### config.mk
export PLATFORM = sky130hd
export DESIGN_NAME = blockram_system_v2_ocrom_loader
export DESIGN_NICKNAME = d
export VERILOG_FILES = /design/src/rtl/blockram_system_v2_ocrom_loader.sv
export SDC_FILE = /design/constraint.sdc
export NUM_CORES = 1
export LEC_CHECK = 0
export CAP_MARGIN = 20
export CORE_AREA = 2 2 141 143
export CTS_BUF_LIST = sky130_fd_sc_hd__clkbuf_4
export DETAILED_ROUTE_END_ITERATION = 8
export DIE_AREA = 0 0 143 145
export HOLD_SLACK_MARGIN = 0.05
export PLACE_DENSITY_LB_ADDON = 0.3
export SLEW_MARGIN = 20
export SYNTH_ARGS = -nofsm -noshare
export SYNTH_HDL_FRONTEND = slang
export SYNTH_SLANG_ARGS = --single-unit
### constraint.sdc
create_clock -name clk -period 9.5 [get_ports clk]
set_input_delay 1.425 -clock clk [delete_from_list [all_inputs] [get_ports clk]]
set_output_delay 1.425 -clock clk [all_outputs]
set_load 0.01 [all_outputs]
### src/rtl/blockram_system_v2_ocrom_loader.sv
// rtl/blockram_system_v2_ocrom_loader.sv - byte-stream boot loader with readback verify for instruction memory
//
// Purpose: packs a little-endian byte stream into 32-bit words, writes them to the
// instruction memory through its debug write path, reads the image back, compares
// sums and releases the CPU reset only after a verified load.
// Ports:
//   clk, reset                      single clock, synchronous active-high reset
//   start, num_words                load request and its word count (1..NUM_WORDS)
//   rx_data, rx_valid, rx_ready     byte stream handshake
//   mem_*                           target memory port (address registered, q unregistered)
//   cpu_reset_req                   high holds the CPU in reset
//   busy, done, error, checksum     status; checksum valid while done

module blockram_system_v2_ocrom_loader #(
    parameter int ADDR_WIDTH        = 10,
    parameter int NUM_WORDS         = 1024,
    parameter bit HOLD_CPU_AT_RESET = 1'b1
) (
    input  logic                  clk,
    input  logic                  reset,
    input  logic                  start,
    input  logic [ADDR_WIDTH:0]   num_words,
    input  logic [7:0]            rx_data,
    input  logic                  rx_valid,
    output logic                  rx_ready,
    output logic [ADDR_WIDTH-1:0] mem_address,
    output logic [3:0]            mem_byteenable,
    output logic                  mem_chipselect,
    output logic                  mem_write,
    output logic                  mem_debugaccess,
    output logic [31:0]           mem_writedata,
    output logic                  mem_clken,
    input  logic [31:0]           mem_readdata,
    output logic                  cpu_reset_req,
    output logic                  busy,
    output logic                  done,
    output logic                  error,
    output logic [31:0]           checksum
);

    typedef enum logic [2:0] {
        S_IDLE,
        S_RECV,
        S_WRITE,
        S_RD_ADDR,
        S_RD_DATA,
        S_DONE,
        S_ERROR
    } state_t;

    localparam logic [ADDR_WIDTH:0] MAX_WORDS = (ADDR_WIDTH + 1)'(NUM_WORDS);
    localparam logic [ADDR_WIDTH:0] ONE_WORD  = (ADDR_WIDTH + 1)'(1);

    state_t                state;
    state_t                state_next;
    logic [ADDR_WIDTH-1:0] index;
    logic [ADDR_WIDTH:0]   count;
    logic [1:0]            lane;
    logic [31:0]           word;
    logic [31:0]           wsum;
    logic [31:0]           rsum;

    logic                  nw_legal;
    logic                  last_word;
    logic [31:0]           rsum_next;

    assign nw_legal  = (num_words != '0) && (num_words <= MAX_WORDS);
    // count is at least 1 whenever this is used, so count-1 never underflows
    assign last_word = ({1'b0, index} == (count - ONE_WORD));
    assign rsum_next = rsum + mem_readdata;

    assign mem_address     = index;
    assign mem_byteenable  = 4'hF;
    assign mem_clken       = 1'b1;
    assign mem_writedata   = word;
    assign mem_debugaccess = mem_write;

    assign busy  = (state == S_RECV) || (state == S_WRITE) ||
                   (state == S_RD_ADDR) || (state == S_RD_DATA);
    assign done  = (state == S_DONE);
    assign error = (state == S_ERROR);

    always_comb begin
        state_next     = state;
        rx_ready       = 1'b0;
        mem_chipselect = 1'b0;
        mem_write      = 1'b0;
        case (state)
            S_IDLE, S_DONE, S_ERROR: begin
                if (start) begin
                    state_next = nw_legal ? S_RECV : S_ERROR;
                end
            end
            S_RECV: begin
                rx_ready = 1'b1;
                if (rx_valid && (lane == 2'd3)) begin
                    state_next = S_WRITE;
                end
            end
            S_WRITE: begin
                mem_chipselect = 1'b1;
                mem_write      = 1'b1;
                state_next     = last_word ? S_RD_ADDR : S_RECV;
            end
            S_RD_ADDR: begin
                mem_chipselect = 1'b1;
                state_next     = S_RD_DATA;
            end
            S_RD_DATA: begin
                if (last_word) begin
                    state_next = (wsum == rsum_next) ? S_DONE : S_ERROR;
                end else begin
                    state_next = S_RD_ADDR;
                end
            end
            default: state_next = S_IDLE;
        endcase
        // strobes are masked while reset is high so an interrupted WRITE
        // cannot land in memory on the reset edge
        if (reset) begin
            rx_ready       = 1'b0;
            mem_chipselect = 1'b0;
            mem_write      = 1'b0;
        end
    end

    always_ff @(posedge clk) begin
        if (reset) begin
            state         <= S_IDLE;
            index         <= '0;
            count         <= '0;
            lane          <= 2'd0;
            word          <= 32'd0;
            wsum          <= 32'd0;
            rsum          <= 32'd0;
            checksum      <= 32'd0;
            cpu_reset_req <= HOLD_CPU_AT_RESET;
        end else begin
            state <= state_next;
            case (state)
                S_IDLE, S_DONE, S_ERROR: begin
                    if (start) begin
                        index         <= '0;
                        count         <= num_words;
                        lane          <= 2'd0;
                        wsum          <= 32'd0;
                        rsum          <= 32'd0;
                        checksum      <= 32'd0;
                        cpu_reset_req <= 1'b1;
                    end
                end
                S_RECV: begin
                    if (rx_valid) begin
                        word[{lane, 3'b000} +: 8] <= rx_data;
                        lane                      <= lane + 2'd1;
                    end
                end
                S_WRITE: begin
                    wsum  <= wsum + word;
                    index <= last_word ? '0 : index + 1'b1;
                end
                S_RD_DATA: begin
                    rsum <= rsum_next;
                    if (last_word) begin
                        if (wsum == rsum_next) begin
                            checksum      <= wsum;
                            cpu_reset_req <= 1'b0;
                        end
                    end else begin
                        index <= index + 1'b1;
                    end
                end
                default: ;
            endcase
        end
    end

endmodule

# Word-level counts from Yosys, hierarchy flattened
# Cells that the tools add are included.
[totals] reg_bits=155
[classes] n_reduce_logical=21 eq_ne=15 addsub=6 muxes=31 shifts=2 n_lt_le_gt_ge=1
[ops] cell="32-bit one-hot mux with 2 select lines" n=3
[ops] cell="32-bit 2-to-1 mux" n=3
[ops] cell="32-bit adder" n=2
[ops] cell="32-bit bitwise mux" n=1
[ops] cell="32-bit == test" n=1
[ops] cell="8-bit by 7-bit variable shift with 32-bit output, first input constant" n=1
[ops] cell="8-bit by 7-bit variable part select with 32-bit output" n=1
[ops] cell="10-bit 2-to-1 mux" n=3
[ops] cell="10-bit one-hot mux with 3 select lines" n=1
[ops] cell="3-bit one-hot mux with 5 select lines" n=1
[ops] cell="3-bit 2-to-1 mux" n=4
[ops] cell="10-bit by 11-bit == test with 1-bit output" n=1
[ops] cell="11-bit <= comparator, second input constant" n=1
[ops] cell="11-bit nonzero test" n=1
[ops] cell="11-bit by 1-bit subtractor with 11-bit output, second input constant" n=1
[ops] cell="10-bit by 1-bit adder with 10-bit output, second input constant" n=1
[ops] cell="2-bit AND reduction" n=5
[ops] cell="3-bit == test, second input constant" n=3
[ops] cell="1-bit 2-to-1 mux" n=9
[ops] cell="2-bit 2-to-1 mux" n=4
[ops] cell="2-bit != test, second input constant" n=4
[ops] cell="5-bit negator with 7-bit output" n=1
[ops] cell="3-bit by 2-bit == test with 1-bit output, second input constant" n=2
[ops] cell="3-bit AND reduction" n=2
[ops] cell="other kinds (14)" n=20

# Longest topological paths before layout
# Gate-level depths: netlist (run 1).
[depth] word_depth=5 depth_mapped=17

# Worst setup path after synthesis (run 1)
# No wires, ideal clock.
[synth_timing] kind="input to register" startpoint="input port mem_readdata[0]" endpoint="register checksum[18]" required_time_ns=9.368 setup_ns=0.132 setup_slack_ns=4.485 t_arrival_ns=4.883 path_stages=17 path_buffers=2 path_cell_list="ha_1 -> inv_1 -> fa_1 -> xor2_1 -> o211ai_1 -> or3_1 -> or4_1 -> a2111o_1 -> nor4_1 -> nand4_1 -> nor4_2 -> nand4b_1 -> nor4_2 -> buf_4 -> buf_2 -> nand3b_1 -> a21oi_1"
[synth_via] elab_chain_len=4
[synth_lines] element="from (decl)" line="33" rtl="input logic [31:0] mem_readdata,"
[synth_lines] element="32-bit adder" line="70" rtl="assign rsum_next = rsum + mem_readdata;"
[synth_lines] element="32-bit == test" line="165" rtl="if (wsum == rsum_next) begin"
[synth_lines] element="2-bit by 1-bit != test with 1-bit output (no line)"
[synth_lines] element="4-bit AND reduction (no line)"
[synth_lines] element="to (signal assigned)" line="166" rtl="checksum <= wsum;"
[synth_lines] element="to (decl)" line="38" rtl="output logic [31:0] checksum"
# Every way passes these cells.
# A chain may end at the register's enable or synchronous reset.

# Final worst setup path (run 1)
[layout_timing] startpoint="input port mem_readdata[0]" endpoint="register checksum[19]"
# Same word-level chain as after synthesis.

==> impl_results.md, run 1 <==
* Sw Ratio at 41.8%
* R2r startpoint: rsum[0]$_SDFFE_PP0P_
* Worst Reg-to-Reg Cells at 16
* Multi-input logic area at 6880 um2
* CTS root buffer: clkbuf_4
* Final Setup Violations at 0
* Compound-Gate Fraction of Synth Area at 22.1%
* R2R Setup Slk at 4.81 ns
* PwrDens at 154 nW/um2
* CP Class: primary input to flip-flop
* DR vias/cell at 6.02
* Overflow after GRT at 0
* P_sw at 0.781 mW
* Post-Synth Adder-Cell Area at between 8 and 9%
* Asr flop ratio synth at 0%
* Top-area cell type share of the netlist area at 29.8%
* Hold path endpoint: rsum[12]$_SDFFE_PP0P_
* First-pass GRT wire length at 50000 um
* Core ar. at 19200 um2
* Layout Nets at 1575
* FF-to-FF End: checksum[19]$_SDFFE_PP0P_
* Vias at 10400
* Detailed-router iteration count before antenna repair at 5
* Clock buffer depth at 2
* Arrival @ worst endpoint at 6.09 ns
* Syn Inst Count at roughly 1400
* Reg clk slew, reported paths at roughly 0.15 ns
* Synth unique cells at 74
* Clock Sinks at 155
* Setup TNS at 0 ns
* Maximum fanout along the worst path at 65
* Seq pwr share at 39.5%
* Critical hold path startpoint: rsum[12]$_SDFFE_PP0P_
* Hold WC Path Type: flip-flop to flip-flop
* Initial Util at 54.3%
* Synthesized cell area at roughly 10000 um2
* Max-Cap Viols at 0
* Pin count of the biggest net entering global routing at between 100 and 150
* Leak pwr at 4.50 nW
* Largest family of logic cells by synthesized area: simple AND/OR/NAND/NOR gates
* Internal power at between 1 and 1.5 mW
* Synth-to-layout area growth at 16.4%
* Tmin final at 5.63 ns
* Commonest non-fill, non-tap cells in the layout: 186 x nand2_1, 185 x a21oi_1, 155 x dfxtp_1, 135 x clkdlybuf4s50_1, 119 x nor2_1
* CTS Buf Count at 17
* Worst hold slack at 0.478 ns
* Slew Viols, Final at 0
* Total Routing Usage GR at 29.8%
* Share of post-route cells with drive strength above 1 at 4.04%
* Detailed-route wire length per cell at 17.8 um
* Remaining DRCs at 0
* Die ar. at 20700 um2
* Crit. End Element: flip-flop
* Worst slew pin tran at ~0.98 ns
* Fin. Hold Viols at 0
* Sequential cell area at 3100 um2
* RSZ-0062 raised after global routing: no
* Htree depth at 4
* Critical path startpoint category: primary input
* Largest cells by area after synthesis: dfxtp_1 30%, a21oi_1 8.9%, ha_1 8.3%, nand2_1 6.8%, xnor2_1 5.1%
* Yosys top cell by area: dfxtp_1
* Outcome: finished clean
* Synth Register Bits at 155
* Cell Rows at 51
* CTS resizes at 0
* Hold-critical path depth at 2
* Xor/xnor share of the synthesized area at roughly 9.7%
* Sequential-to-total area share from yosys stat at 29.8%
* Clock skew at 0.0289 ns
* Post-Route WL at 30700 um
* DRC marker count from the first detailed-route iteration at 966
* Synth Area in Simple Gates at 24.4%
* Main synth FF type: dfxtp_1
* Post-DP HPWL at between 20000 and 25000 um
* Fmax at 0.178 GHz
* Clk pwr share at 22.4%
* Routability cong. at 0.996
* Post-CTS setup buffers at 0
* I/O pin cnt at 142
* Mux cell area share after synthesis at 0.708%
* Initial antenna violation count at 1
* Number of global-route vias before repair at 9722
* Fin crit share at 59.3%
* Post-cts hold buffer count at 0
* Critical Path RT at 9.96 ns
* PortBufs at between 100 and 150
* Worst VDD drop at 114 uV
* Detail Route Antenna Nets at 0
* Die width at approximately 140 um
* Rel. slew slack at a little over a third
* Commonest non-fill, non-tap cell in the layout: nand2_1
* Post-synth EDFFs at 0
* TritonCTS clock tree: built
* Filler cells at 1717
* YS warnings at 0
* Syn avg cell area at 7.63 um2
* Worst-skew pair later-pin latency at ~0.59 ns
* Comb power frac at 38.0%
* Die Y at approximately 150 um
==> state kept, by name (all words and copies together) (netlist names) <==
signal and cells:
checksum 32, count 11, cpu_reset_req 1, lane 2, mem_address 10, mem_writedata 32
rsum 32, state 3, wsum 32
==> stage by stage <==
step                cells  worst slack [ns]  cell area, um2  total power, mW  utilization [%]
finish               1728              3.87           12100             1.87             63.2
global route         1728              3.64           12100             1.98             63.2
CTS                  1726              3.94           12100             1.86             63.1
detailed placement   1694              3.31           11800             1.45             61.6
global placement     1693              3.43           11800             1.43             61.6
floorplan            1370              4.48           10400             1.25                -
==> cells in the mapped netlist (18+ instances only) <==
| master | n |
|---|---|
| nand2_1 | 188 |
| a21oi_1 | 185 |
| dfxtp_1 | 155 |
| nor2_1 | 119 |
| nand3_1 | 87 |
| ha_1 | 69 |
| clkbuf_1 | 61 |
| xnor2_1 | 61 |
| o21ai_0 | 43 |
| xor2_1 | 39 |
| nand3b_1 | 35 |
| inv_1 | 29 |
| nor3_1 | 24 |
| a22oi_1 | 18 |
| a31oi_1 | 18 |
==> cells by family (layout without fill, tap and decap cells) <==
logic type | count (synthesis) | count (layout)
buf+inv | 113 | 205
other cells | 1 | 6
fa+ha+maj | 71 | 71
mux | 7 | 7
flops | 155 | 155
simple gates | 537 | 537
compound gates | 376 | 376
xor+xnor | 106 | 106
==> metal layers <==
metal | global-route usage, % | part of all wire (%) | up-vias
met5 | 0 | 0 | -
met4 | 9.46 | 2.7 | 0
met3 | 5.48 | 7.7 | 75
met2 | 45.9 | 45 | 442
met1 | 42.0 | 44 | 4842
li1 | - | - | 5045
==> final cells by class <==
class                   count  share of cell area [%]
well taps                 265                    2.73
repair buffers            144                    11.8
inverters                  29                   0.897
diodes                      1                  0.0206
clock buffers              17                    1.05
flip-flops and latches    155                    25.6
multi-input cells        1102                    56.7
clock inverters            15                    1.28
==> worst max path at each step <==
stage	to	startpoint	depth (start not counted)
2_1_floorplan	checksum[18]$_SDFFE_PP0P_	mem_readdata[0]	17
3_3_place_gp	checksum[28]$_SDFFE_PP0P_	mem_readdata[0]	17
3_5_place_dp	checksum[19]$_SDFFE_PP0P_	mem_readdata[0]	17
4_1_cts	checksum[19]$_SDFFE_PP0P_	mem_readdata[0]	17
5_1_grt	checksum[19]$_SDFFE_PP0P_	mem_readdata[0]	17
6_report	checksum[19]$_SDFFE_PP0P_	mem_readdata[0]	17
==> power groups by stage <==
stage	sequential, mW	combinational [mW]	clock [mW]
2_1_floorplan	0.727	0.521	0
3_3_place_gp	0.749	0.683	0
4_1_cts	0.737	0.700	0.419
6_report	0.738	0.711	0.419
5_1_grt	0.745	0.781	0.451
3_5_place_dp	0.751	0.696	0
==> critical path, stage by stage <==
cell and delay, ns:
clkdlybuf4s50_1 0.46, ha_1 0.22, inv_1 0.07, fa_1 0.53
xor2_1 0.20, o211ai_1 0.11, or3_1 0.31, or4_1 0.52
a2111o_1 0.35, nor4_1 0.30, nand4_1 0.17, nor4_2 0.16
nand4b_1 0.20, nor4_4 0.25, buf_4 0.51, nand3b_1 0.19
a21oi_1 0.09
(Power assumes the default switching activity.)
==> inputs of run 2 (changes only) <==
==> constraint.sdc (replaced) <==
create_clock -name clk -period 5.6 [get_ports clk]
set_input_delay 0.84 -clock clk [delete_from_list [all_inputs] [get_ports clk]]
set_output_delay 0.84 -clock clk [all_outputs]
set_load 0.01 [all_outputs]
==> impl_results.md, run 2 (synthesis results as in run 1) <==
* I/O pin cnt at 142 (unchanged)
* Total Routing Usage GR at 29.0% (-0.74 points)
* Critical hold path startpoint: rsum[22]$_SDFFE_PP0P_
* Synth-to-layout area growth at 17.0%
* Fin crit share at 86.7%
* Clock skew at 0.0261 ns (-0.00286 ns)
* Pin count of the biggest net entering global routing at 103 (-4.6%)
* Initial antenna violation count at 1 (unchanged)
* Post-DP HPWL at 22600 um (-0.26%)
* Detail Route Antenna Nets at 0 (unchanged)
* Htree depth at 4 (unchanged)
* CP Class: primary input to flip-flop
* Worst slew pin tran at 1.06 ns (+0.0847 ns)
* Final Setup Violations at 0 (unchanged)
* Clock Sinks at 155 (unchanged)
* Outcome: finished clean
* Routability cong. at 0.968 (-2.8%)
* DP Worst Slack at 0.165 ns (-3.15 ns)
* DR vias/cell at 6.03 (+0.20%)
* Hold path endpoint: rsum[22]$_SDFFE_PP0P_
* PwrDens at 265 nW/um2 (+72%)
* Hold-critical path depth at 2 (unchanged)
* Vias at 10400 (+0.43%)
* Max-Cap Viols at 0 (unchanged)
* CTS resizes at 0 (unchanged)
* CTS Buf Count at 17 (unchanged)
* Critical path cell sequence: clkdlybuf4s50_1 -> ha_1 -> inv_1 -> fa_1 -> xor2_1 -> o211ai_1 -> or3_1 -> or4_1 -> a2111o_1 -> nor4_1 -> nand4_1 -> nor4_2 -> nand4b_1 -> nor4_4 -> buf_12 -> nand3b_1 -> a21oi_1
* PortBufs at 136 (unchanged)
* CTS root buffer: clkbuf_4
* Maximum fanout along the worst path at 65 (unchanged)
* RSZ-0062 raised after global routing: no
* Layout Nets at 1579 (+0.25%)
* R2R Setup Slk at 1.11 ns (-3.70 ns)
* Cell Rows at 51 (unchanged)
* Number of global-route vias before repair at 9402 (-3.3%)
* Fin. Hold Viols at 0 (unchanged)
* Detailed-route wire length per cell at 17.7 um (-0.45%)
* Overflow after GRT at 0 (unchanged)
* Post-Route WL at 30700 um (-0.22%)
* Slew Viols, Final at 0 (unchanged)
* Die ar. at 20700 um2 (unchanged)
* Buf/Inv on CP at 3 (unchanged)
* Worst VDD drop at 154 uV (+35%)
* TritonCTS clock tree: built
* Initial Util at 54.3% (unchanged)
* Sw Ratio at 41.3% (-0.52 points)
* Post-CTS setup buffers at 0 (unchanged)
* Family with the most delay on the worst path: simple AND/OR/NAND/NOR gates
* Rel. slew slack at 29.1% (-5.6 points)
* Crit. End Element: flip-flop
* Tmin final at 4.85 ns
* Reg clk slew, reported paths at 0.15 ns (about the same)
* First-pass GRT wire length at 48200 um (-3.6%)
* Die Y at 145 um (unchanged)
* Core ar. at 19200 um2 (unchanged)
* R2r startpoint: rsum[0]$_SDFFE_PP0P_
* FF-to-FF End: checksum[20]$_SDFFE_PP0P_
* Comb power frac at 37.5% (-0.5 points)
* Critical Path RT at 6.03 ns (-3.93 ns)
* Final setup margin at 0.748 ns (-3.12 ns)
* Critical path startpoint category: primary input
* Hold WC Path Type: flip-flop to flip-flop
* Worst stage delay on the critical path at 0.52 ns (about the same)
* Clk pwr share at 23.8% (+1.4 points)
* DRC marker count from the first detailed-route iteration at 875 (-9.4%)
* Remaining DRCs at 0 (unchanged)
* Share of post-route cells with drive strength above 1 at 4.37% (+0.33 points)
* Post-cts hold buffer count at 0 (unchanged)
* Commonest non-fill, non-tap cells in the layout: 186 x nand2_1, 185 x a21oi_1, 155 x dfxtp_1, 135 x clkdlybuf4s50_1, 119 x nor2_1
* Internal power at 1.90 mW (+75%)
* Detailed-router iteration count before antenna repair at 6 (+1)
* Filler cells at 1762 (+2.6%)
* Worst Reg-to-Reg Cells at 16 (unchanged)
* Clock buffer depth at 2 (unchanged)
* CP max stage cell: fa_1
* Die width at 143 um (unchanged)
* Worst-skew pair later-pin latency at 0.59 ns (about the same)
* Leak pwr at 4.53 nW (+0.57%)
* Setup TNS at 0 ns (unchanged)
* P_sw at 1.34 mW (+71%)
* Fmax at 0.206 GHz
* Arrival @ worst endpoint at 5.28 ns (-0.81 ns)
* Seq pwr share at 38.7% (-0.8 points)
* Commonest non-fill, non-tap cell in the layout: nand2_1
* Util after Layout at 63.5% (+0.32 points)
==> run 2: power by group through the flow <==
stage	Clock, mW	Combinational (mW)	Sequential [mW]
after floorplan	0	0.883	1.23
after global placement	0	1.18	1.27
after detailed placement	0	1.19	1.27
after CTS	0.775	1.20	1.25
after global routing	0.815	1.32	1.26
final	0.771	1.21	1.25
==> run 2: worst max path at each step <==
stage,cells after the start,startpoint,end
2_1_floorplan,17,mem_readdata[0],checksum[18]$_SDFFE_PP0P_
3_3_place_gp,17,mem_readdata[0],checksum[20]$_SDFFE_PP0P_
3_5_place_dp,17,mem_readdata[0],checksum[31]$_SDFFE_PP0P_
4_1_cts,17,mem_readdata[0],checksum[20]$_SDFFE_PP0P_
5_1_grt,17,mem_readdata[0],checksum[24]$_SDFFE_PP0P_
6_report,17,mem_readdata[0],checksum[20]$_SDFFE_PP0P_
==> run 2: routing by layer <==
metal / wire [um] / vias to the layer above / GRT usage (%)
li1: - / 5065 / -
met1: 13300 / 4846 / 40.1
met2: 14100 / 457 / 45.4
met3: 2410 / 81 / 5.28
met4: 829 / 0 / 10.0
met5: 0 / - / 0
==> run 2: worst reg2reg max path: stages (launching register included) <==
cell      delay, ns
dfxtp_1        0.36
ha_1           0.22
inv_1          0.07
fa_1           0.52
xor2_1         0.19
o211ai_1       0.12
or3_1          0.31
or4_1          0.51
a2111o_1       0.35
nor4_1         0.27
nand4_1        0.15
nor4_2         0.24
nand4b_1       0.21
nor4_4         0.29
buf_12         0.28
nand3b_1       0.15
a21oi_1        0.10
==> run 2: metrics by stage <==
| step | instance area [um2] | total power [mW] | std cells | hold WS (ns) |
|---|---|---|---|---|
| finish | 12200 | 3.24 | 1732 | 0.478 |
| global route | 12200 | 3.40 | 1732 | 0.498 |
| CTS | 12200 | 3.22 | 1731 | 0.475 |
| detailed placement | 11900 | 2.47 | 1699 | 0.455 |
| global placement | 11900 | 2.45 | 1699 | 0.445 |
| floorplan | 10400 | 2.12 | 1370 | 0.436 |
==> run 2: final cells by class <==
cell class	instances	area [um2]	area share, %
tap	265	332	2.72
sequential	155	3100	25.4
multi-input combinational	1102	6880	56.4
antenna	1	2.50	0.0205
clock buffer	18	135	1.11
timing repair buffer	148	1460	12.0
inverter	29	109	0.892
clock inverter	14	179	1.47
